**src/rtl/multicycle_ctrl.sv**
```systemverilog
`timescale 1ns/1ps
`default_nettype none
// ============================================================================
//  Module      : multicycle_ctrl
//  Description : Main control FSM for a multi-cycle MIPS-style datapath.
//                Sequences fetch/decode/execute/memory/writeback steps,
//                stretches each memory access by MEM_LAT wait cycles and
//                drives the datapath control lines combinationally from
//                the current state, the wait counter and the ALU Zero flag.
//  Revision    : 1.0 - initial release
// ============================================================================
module multicycle_ctrl #(
    parameter int MEM_LAT = 2,       // memory wait cycles per access (0..7)
    parameter bit EN_ADDI = 1'b1     // 0: ADDI decodes as illegal
) (
    input  logic       Clk,
    input  logic       Reset,
    input  logic [5:0] Op,
    input  logic [5:0] Funct,
    input  logic       Zero,
    output logic       PCWrite,
    output logic       IorD,
    output logic       MemWrite,
    output logic       MemtoReg,
    output logic       IRWrite,
    output logic       ALUSrcA,
    output logic       RegWrite,
    output logic       RegDst,
    output logic       AWrite,
    output logic       BWrite,
    output logic       Break,
    output logic       Illegal,
    output logic [1:0] PCSource,
    output logic [1:0] ALUSrcB,
    output logic [2:0] ALUOp
);

    // State encoding; codes 14 and 15 are unused and recover to fetch.
    localparam logic [3:0] c_FETCH    = 4'd0;
    localparam logic [3:0] c_DECODE   = 4'd1;
    localparam logic [3:0] c_RTYPE    = 4'd2;
    localparam logic [3:0] c_RTYPE_WB = 4'd3;
    localparam logic [3:0] c_ADDR     = 4'd4;
    localparam logic [3:0] c_LW_RD    = 4'd5;
    localparam logic [3:0] c_LW_WB    = 4'd6;
    localparam logic [3:0] c_SW_WR    = 4'd7;
    localparam logic [3:0] c_BRANCH   = 4'd8;
    localparam logic [3:0] c_IMM      = 4'd9;
    localparam logic [3:0] c_IMM_WB   = 4'd10;
    localparam logic [3:0] c_J        = 4'd11;
    localparam logic [3:0] c_ILLEGAL  = 4'd12;
    localparam logic [3:0] c_BREAK    = 4'd13;

    // Opcode / funct values recognised by the decoder.
    localparam logic [5:0] c_OP_RTYPE = 6'h00;
    localparam logic [5:0] c_OP_J     = 6'h02;
    localparam logic [5:0] c_OP_BEQ   = 6'h04;
    localparam logic [5:0] c_OP_BNE   = 6'h05;
    localparam logic [5:0] c_OP_ADDI  = 6'h08;
    localparam logic [5:0] c_OP_LUI   = 6'h0F;
    localparam logic [5:0] c_OP_LW    = 6'h23;
    localparam logic [5:0] c_OP_SW    = 6'h2B;
    localparam logic [5:0] c_FN_BREAK = 6'h0D;

    localparam logic [2:0] c_LAT = 3'(MEM_LAT);

    logic [3:0] r_state;
    logic [2:0] r_wait;
    logic [3:0] w_next;
    logic       w_wait_state;
    logic       w_last;

    // Memory-facing states stay put until the counter reaches MEM_LAT.
    assign w_wait_state = (r_state == c_FETCH) || (r_state == c_LW_RD) ||
                          (r_state == c_SW_WR);
    assign w_last       = (r_wait == c_LAT);

    // Next-state logic; Op/Funct are only looked at in DECODE, ADDR, BRANCH, IMM.
    always_comb begin
        w_next = r_state;
        case (r_state)
            c_FETCH:    if (w_last) w_next = c_DECODE;
            c_DECODE: begin
                case (Op)
                    c_OP_RTYPE:        w_next = (Funct == c_FN_BREAK) ? c_BREAK : c_RTYPE;
                    c_OP_BEQ, c_OP_BNE: w_next = c_BRANCH;
                    c_OP_LW, c_OP_SW:  w_next = c_ADDR;
                    c_OP_LUI:          w_next = c_IMM;
                    c_OP_ADDI:         w_next = (EN_ADDI != 1'b0) ? c_IMM : c_ILLEGAL;
                    c_OP_J:            w_next = c_J;
                    default:           w_next = c_ILLEGAL;
                endcase
            end
            c_RTYPE:    w_next = c_RTYPE_WB;
            c_RTYPE_WB: w_next = c_FETCH;
            c_ADDR:     w_next = (Op == c_OP_LW) ? c_LW_RD : c_SW_WR;
            c_LW_RD:    if (w_last) w_next = c_LW_WB;
            c_LW_WB:    w_next = c_FETCH;
            c_SW_WR:    if (w_last) w_next = c_FETCH;
            c_BRANCH:   w_next = c_FETCH;
            c_IMM:      w_next = c_IMM_WB;
            c_IMM_WB:   w_next = c_FETCH;
            c_J:        w_next = c_FETCH;
            c_ILLEGAL:  w_next = c_ILLEGAL;
            c_BREAK:    w_next = c_BREAK;
            default:    w_next = c_FETCH;
        endcase
    end

    // State and wait-counter registers; counter restarts on every state change.
    always_ff @(posedge Clk) begin
        if (Reset) begin
            r_state <= c_FETCH;
            r_wait  <= 3'd0;
        end else begin
            r_state <= w_next;
            if (w_next != r_state)
                r_wait <= 3'd0;
            else if (w_wait_state)
                r_wait <= r_wait + 3'd1;
        end
    end

    // Datapath control decode; everything defaults low unless the state sets it.
    always_comb begin
        PCWrite  = 1'b0;
        IorD     = 1'b0;
        MemWrite = 1'b0;
        MemtoReg = 1'b0;
        IRWrite  = 1'b0;
        ALUSrcA  = 1'b0;
        RegWrite = 1'b0;
        RegDst   = 1'b0;
        AWrite   = 1'b0;
        BWrite   = 1'b0;
        Break    = 1'b0;
        Illegal  = 1'b0;
        PCSource = 2'b00;
        ALUSrcB  = 2'b00;
        ALUOp    = 3'b000;
        case (r_state)
            c_FETCH: begin
                // PC+4 is computed every cycle but only committed with the IR.
                ALUSrcB = 2'b01;
                IRWrite = w_last;
                PCWrite = w_last;
            end
            c_DECODE: begin
                AWrite  = 1'b1;
                BWrite  = 1'b1;
                ALUSrcB = 2'b10;
            end
            c_RTYPE: begin
                ALUSrcA = 1'b1;
                ALUOp   = 3'b010;
            end
            c_RTYPE_WB: begin
                RegWrite = 1'b1;
                RegDst   = 1'b1;
            end
            c_ADDR: begin
                ALUSrcA = 1'b1;
                ALUSrcB = 2'b10;
            end
            c_LW_RD: begin
                IorD = 1'b1;
            end
            c_LW_WB: begin
                RegWrite = 1'b1;
                MemtoReg = 1'b1;
            end
            c_SW_WR: begin
                IorD     = 1'b1;
                MemWrite = 1'b1;
            end
            c_BRANCH: begin
                ALUSrcA  = 1'b1;
                ALUOp    = 3'b001;
                PCSource = 2'b01;
                if (Op == c_OP_BEQ)
                    PCWrite = Zero;
                else if (Op == c_OP_BNE)
                    PCWrite = ~Zero;
            end
            c_IMM: begin
                ALUSrcA = 1'b1;
                if (Op == c_OP_LUI) begin
                    ALUSrcB = 2'b11;
                    ALUOp   = 3'b011;
                end else begin
                    ALUSrcB = 2'b10;
                    ALUOp   = 3'b000;
                end
            end
            c_IMM_WB: begin
                RegWrite = 1'b1;
            end
            c_J: begin
                PCWrite  = 1'b1;
                PCSource = 2'b10;
            end
            c_ILLEGAL: begin
                Illegal = 1'b1;
            end
            c_BREAK: begin
                Break = 1'b1;
            end
            default: ;
        endcase
    end

endmodule
`default_nettype wire

```
**config.mk**
```make
export PLATFORM = sky130hd
export DESIGN_NAME = multicycle_ctrl
export DESIGN_NICKNAME = d
export VERILOG_FILES = /design/src/rtl/multicycle_ctrl.sv
export SDC_FILE = /design/constraint.sdc
export NUM_CORES = 1
export LEC_CHECK = 0
export ABC_AREA = 1
export BUFFER_PORTS_ARGS = -buffer_cell sky130_fd_sc_hd__buf_2
export CAP_MARGIN = 20
export CORE_MARGIN = 2
export CORE_UTILIZATION = 40
export CTS_CLUSTER_DIAMETER = 60
export DETAILED_ROUTE_END_ITERATION = 6
export GPL_TIMING_DRIVEN = 0
export PLACE_DENSITY_LB_ADDON = 0.2
export SETUP_SLACK_MARGIN = 0.05
export SYNTH_ARGS = -nofsm -noshare
export SYNTH_HDL_FRONTEND = slang
export SYNTH_SLANG_ARGS = --single-unit
```
**constraint.sdc**
```tcl
create_clock -name Clk -period 2.5 [get_ports Clk]
set_input_delay 0.375 -clock Clk [delete_from_list [all_inputs] [get_ports Clk]]
set_output_delay 0.375 -clock Clk [all_outputs]
set_load 0.005 [all_outputs]
```
==> metrics.csv, run 1 <==
stage,metric,value,unit
setup_path,Crit Path Max Fanout,4,
clocking,Resized cells post-CTS,0,
routing,WL final,2050,µm
timing,Min Hold Slack,340,ps
pwr,Power Dens Cells,983,nW/µm²
clocking,CTS Hold Bufs,0,
global_route,pin count of the biggest net entering global routing,9,
placement,placed cell count,209,
clocking,CTS tree,built,
global_route,GRT Util Overall,18.8,%
die,Rows,16,
setup_path,critical path required time,2120,ps
flow_run,Max-Cap Viols,0,
clocking,Skew-Pair Late Insertion Delay,250,ps
routing,DRT Pass-1 Iters,5,
setup_path,crit path DAT,1550,ps
routing,initial drt markers,25,
logic_synthesis,asr flop ratio synth,0,%
timing,final setup vio count,0,
die,die height,49.8,µm
routing,# DRC,0,
timing,Tcrit/Tclk final,76.8,%
routing,Met1 Wirelength,977,µm
clocking,root buf cell,clkbuf_4,
min_path,WHS Path Cells,2,
finish,"most common cell after layout, fill and taps aside",nand2_1,
timing,unrepaired setup endpoints after global routing,no,
timing,fin crit period,1920,ps
logic_synthesis,Synth Instances,150,
finish,Layout Nets,204,
pwr,Leak Pwr,0.637,nW
global_route,global-route wire length before repair,3660,µm
logic_synthesis,total number of yosys warnings,0,
outcome,status,finished clean,
routing,via count,971,
routing,max layer used,met4,
global_route,grt total ovfl,0,
setup_path,critical path type,reg2out,
routing,Final ANT Viol Nets,0,
routing,vias per std cell,4.56,
die,IO Pins,34,
logic_synthesis,"flops & latches, synth",7,
setup_path,r2r worst-path depth,12,
finish,# fillers,227,
global_route,antenna violations before repair,0,
clocking,CTS buffer count,3,
die,Core Region,1960,µm²
routing,met2 routed WL,962,µm
pwr,"Power, Total",0.00104,W
finish,diode count,0,
clocking,clk slew on worst S/H paths,60,ps
placement,HPWL after DPL,1690,µm
timing,Final Slew Violations,0,
routing,metal3 WL,98,µm
finish,area grow syn2layout,26.2,%
setup_path,crit path launch type,flip-flop,
timing,Fmax,521,MHz
timing,Fin Setup TNS,0,ps
clocking,H-tree levels,1,
timing,Layout Skew,9.25,ps
logic_synthesis,Mapped Area,840,µm²
die,die width,49.8,µm
die,Initial Util,42.8,%
placement,GP Congestion,0.861,
setup_path,CP Capture Type,primary output,
routing,WL/cell,9.64,µm
clocking,CTS sink count,7,
finish,share of cells above drive strength 1,30.1,%
clocking,CTS max path bufs,2,
logic_synthesis,mean area per synthesized cell,5.60,µm²
pwr,Peak VDD IR,0.000530,V
logic_synthesis,Synth cell types,26,
global_route,vias in the first global route,917,
clocking,setup bufs post-CTS,0,
min_path,min-delay worst type,in2reg,
logic_synthesis,"Seq/Total Area, Yosys",16.7,%
finish,Layout Cells excl Fill,213,
logic_synthesis,number of flops mapped to enable cells by yosys,0,
timing,final hold viol count,0,
finish,most frequent cells in the layout,"nand2_1 (36), buf_2 (32), nor2_1 (30)",
die,die area,2480,µm²
logic_synthesis,post-synthesis net count,167,
logic_synthesis,Synth Flop Type,dfxtp_1,
placement,port bufs,32,
==> critical path: stages, from the launching register on <==
cell     delay, ps
dfxtp_1        330
inv_1           70
ha_1           190
nand2_1        140
inv_1           50
nand2_1         90
inv_1           50
a311o_1        250
buf_2          120
==> cells in the mapped netlist, types with 2 or more instances <==
master    n  area share (%)
inv_1    25              11
a21oi_1   5             3.0
nand2_1  36              16
dfxtp_1   7              17
inv_2     5             2.2
ha_1      2             3.0
nand2_4   2             2.7
nand3_1  10             6.0
xor2_1    3             3.1
nor2_2    5             3.7
nor2_1   30              13
nor2_4    3             4.0
o21ai_0   3             1.8
buf_4     2             1.8
==> where the power goes <==
group / internal, W / total, W / leakage (nW) / switching (W)
combinational: 0.000292 / 0.000745 / 0.564 / 0.000453
sequential: 0.000152 / 0.000191 / 0.0571 / 0.0000392
clock: 0.0000610 / 0.000105 / 0.0150 / 0.0000439
total: 0.000505 / 0.00104 / 0.637 / 0.000536
==> sequential cells by signal (all words and copies together), names as in the netlist <==
register and cells:
r_state 4, r_wait 3
==> layout make-up <==
type	instances	area (µm²)	share of cell area, %
multi-input combinational	110	561	52.9
timing repair buffer	32	160	15.1
sequential	7	140	13.2
inverter	30	113	10.6
tap	27	33.8	3.19
clock buffer	4	26.3	2.48
buffer	3	26.3	2.48
==> layer usage <==
metal	track usage, %	vias to the layer above
met3	2.12	2
met2	32.2	33
met4	7.41	0
met1	23.7	410
met5	0	-
li1	-	526
==> path summary, 6_finish.rpt <==
kind	start	to	slack, ps
setup / recovery	r_wait[0]	PCWrite	580
hold / removal	Reset	r_state[3]	340
setup reg to reg	r_wait[0]	r_wait[1]	990
hold reg to reg	r_wait[2]	r_wait[2]	550
==> through the flow <==
| step | instance area, µm² | util, % | worst slack, ps |
|---|---|---|---|
| after global placement | 1030 | 52.7 | 858 |
| after floorplan | 840 | - | 1010 |
| after global routing | 1060 | 54.0 | 426 |
| after detailed placement | 1030 | 52.7 | 836 |
| after CTS | 1060 | 54.0 | 559 |
| final | 1060 | 54.0 | 580 |
==> cell families (layout without fill, tap and decap cells) <==
| family | after synthesis | after routing | share of synthesized area, % |
|---|---|---|---|
| other | 1 | 1 | 0.447 |
| flip-flops | 7 | 7 | 16.7 |
| XOR/XNOR | 3 | 3 | 3.13 |
| AND/OR/NAND/NOR | 88 | 88 | 48.1 |
| buffers and inverters | 33 | 69 | 16.5 |
| adder cells (fa/ha/maj) | 2 | 2 | 2.98 |
| AO/OA/AOI/OAI | 16 | 16 | 12.1 |
Note: power is estimated with default switching activity, not from simulation.
==> run 2: changes to the inputs <==
- ABC_AREA: 1 -> 0
- clock period: 2.5 -> 1.65 ns (I/O delays scaled with it)
==> run 2 against run 1 <==
Compared with the run above: clock power is 49% higher; wire length is 69% higher; critical endpoint unchanged; area after synthesis rose by 0.30%; count of clock-buffer cells in the layout stayed put; the flow now finishes with violations (setup timing); sequential power increased by 35%; largest cell class unchanged; non-clock buffer count up 28; flip-flop and latch count unchanged; die area is 0.26% higher; worst hold slack lost 81 ps.
==> metrics.csv, run 2 <==
stage,metric,value,unit
pwr,Comb power frac,80.8,%
finish,share of cells above drive strength 1,58.9,%
die,die area,2490,µm²
pwr,Flop pwr share,12.0,%
pwr,sw frac,45.0,%
logic_synthesis,"Seq/Total Area, Yosys",16.6,%
global_route,global-route wire length before repair,4550,µm
min_path,min-delay worst type,in2reg,
timing,Fin Setup TNS,-33.7,ps
global_route,grt total ovfl,0,
clocking,CTS buffer count,3,
timing,Final Slew Violations,0,
setup_path,crit path launch type,flip-flop,
routing,initial drt markers,73,
timing,final worst setup slack,-21.1,ps
die,IO Pins,34,
routing,Final ANT Viol Nets,0,
placement,port bufs,32,
placement,HPWL after DPL,1820,µm
finish,Layout Nets,198,
logic_synthesis,"flops & latches, synth",7,
pwr,Leak Pwr,0.642,nW
die,die height,49.9,µm
die,Core Region,1980,µm²
clocking,Skew-Pair Late Insertion Delay,250,ps
flow_run,Max-Cap Viols,0,
timing,Layout Skew,0.463,ps
finish,final core utilization,74.1,%
pwr,Peak VDD IR,0.000948,V
logic_synthesis,Post-synth top cells,"nor2_1 (14), nor3_1 (11), nand2_1 (10)",
routing,DRT Pass-1 Iters,4,
timing,unrepaired setup endpoints after global routing,yes,
global_route,pin count of the biggest net entering global routing,11,
routing,# DRC,0,
pwr,Power Dens Cells,1470,nW/µm²
setup_path,Crit Path Max Fanout,5,
logic_synthesis,Synth Flop Type,dfxtp_1,
clocking,root buf cell,clkbuf_4,
finish,max reg flops,4,
clocking,CTS tree,built,
global_route,GRT Util Overall,23.1,%
logic_synthesis,Synth cell types,47,
logic_synthesis,synth top area cells,"dfxtp_1 (17%), nor3_1 (6.5%), nor2_1 (6.2%), a31oi_1 (4.5%), nand2_1 (4.5%)",
outcome,status,"finished, violations left",
logic_synthesis,Yosys top cell area share,16.6,%
setup_path,critical path required time,1400,ps
logic_synthesis,asr flop ratio synth,0,%
finish,most frequent cells in the layout,"buf_2 (32), buf_4 (22), nor2_1 (11)",
finish,largest reg by FF count,r_state,
logic_synthesis,post-synthesis net count,140,
logic_synthesis,total number of yosys warnings,0,
timing,fin crit period,1670,ps
finish,post-route cell area,1470,µm²
timing,Tcrit/Tclk final,101,%
clocking,H-tree levels,1,
outcome,failing checks,setup timing,
finish,area grow syn2layout,74.3,%
setup_path,crit path DAT,1420,ps
pwr,P_sw,0.000969,W
logic_synthesis,Synth Instances,123,
finish,diode count,0,
logic_synthesis,"count leader, synth",nor2_1,
logic_synthesis,number of flops mapped to enable cells by yosys,0,
setup_path,critical path type,reg2out,
placement,placed cell areas,1040,µm²
finish,# fillers,140,
routing,via count,1262,
finish,biggest regs,"r_state x4, r_wait x3",
logic_synthesis,Yosys top cell by area,dfxtp_1,
clocking,clk slew on worst S/H paths,50,ps
global_route,antenna violations before repair,0,
routing,WL final,3460,µm
die,die width,49.9,µm
timing,final setup vio count,2,
timing,Fmax,598,MHz
die,Initial Util,42.5,%
placement,pre-CTS setup slack,-144,ps
pwr,P_int,0.00119,W
setup_path,CP Capture Type,primary output,
pwr,Clock Power Share,7.2,%
timing,Min Hold Slack,258,ps
placement,GP Congestion,0.867,
timing,final hold viol count,0,
finish,"most common cell after layout, fill and taps aside",buf_2,
logic_synthesis,Mapped Area,842,µm²
clocking,CTS sink count,7,
global_route,vias in the first global route,1061,
routing,WL/cell,16.7,µm
die,Rows,16,
routing,vias per std cell,6.10,
logic_synthesis,mean area per synthesized cell,6.85,µm²
clocking,CTS max path bufs,2,
-- run 2: cell count changes in the layout (fill, tap and decap cells not counted), moves of 5 or more --
| cell | delta |
|---|---|
| nand3_1 | -7 |
| nor2_2 | -5 |
| dfxtp_1 | -5 |
| nor2_1 | -19 |
| nand2_1 | -28 |
| nor3_1 | +7 |
| buf_4 | +20 |
| inv_1 | -23 |
-- run 2: worst paths after layout --
path	from	to	slack (ps)	cells after the start
hold reg to reg	r_wait[1]	r_wait[1]	560	2
hold / removal	Reset	r_state[3]	260	2
setup / recovery	r_state[0]	PCWrite	-20	6
setup reg to reg	r_wait[0]	r_wait[2]	50	8
-- run 2: power by group through the flow --
stage / Clock, W / Sequential, W / Combinational [W]
global placement: 0 / 0.000271 / 0.00125
global route: 0.000176 / 0.000263 / 0.00185
detailed placement: 0 / 0.000274 / 0.00126
floorplan: 0 / 0.000263 / 0.000920
CTS: 0.000157 / 0.000245 / 0.00119
finish: 0.000156 / 0.000258 / 0.00174
-- run 2: routing by layer --
| metal | global-route usage [%] | share of wire, % |
|---|---|---|
| met5 | 0 | 0 |
| met4 | 5.09 | 5.3 |
| met1 | 28.9 | 36 |
| met2 | 40.2 | 49 |
| met3 | 4.85 | 10 |
-- run 2: cell families (layout without fill, tap and decap cells) --
logic type      Yosys count  count (layout)  share of synthesized area, %
simple gates             59              59                          37.4
buf+inv                  15              72                          7.87
flops                     7               7                          16.6
other cells               1               1                         0.445
fa+ha+maj                 2               2                          2.97
xor+xnor                  4               4                          4.16
compound gates           35              35                          30.5
-- run 2: stage by stage --
stage	instances	power [W]
floorplan	123	0.00118
global placement	182	0.00152
detailed placement	182	0.00153
CTS	193	0.00159
global route	207	0.00229
finish	207	0.00215
-- run 2: layout make-up --
type,count,area (µm²),area share [%]
tap,27,33.8,2.30
multi-input combinational,101,779,53.1
inverter,5,27.5,1.88
buffer,9,101,6.91
clock buffer,4,26.3,1.79
sequential,7,149,10.1
timing repair buffer,54,350,23.9
-- run 2: what timing repair did --
action / in CTS / in global routing
endpoints found under the hold margin: 0 / 0
endpoints found under the setup margin: 20 / 20
hold buffers: 0 / 0
gates resized for setup: 32 / 37
buffers inserted: 8 / 13
gates cloned: 0 / 1
pin swaps: 8 / 9
-- run 2: worst max-delay path, cell delays in order, from the launching register on --
cell and delay [ps]:
dfxtp_2 330, buf_8 130, or2_4 260, nor3_2 110
a31oi_1 70, o21ai_1 130, buf_2 130
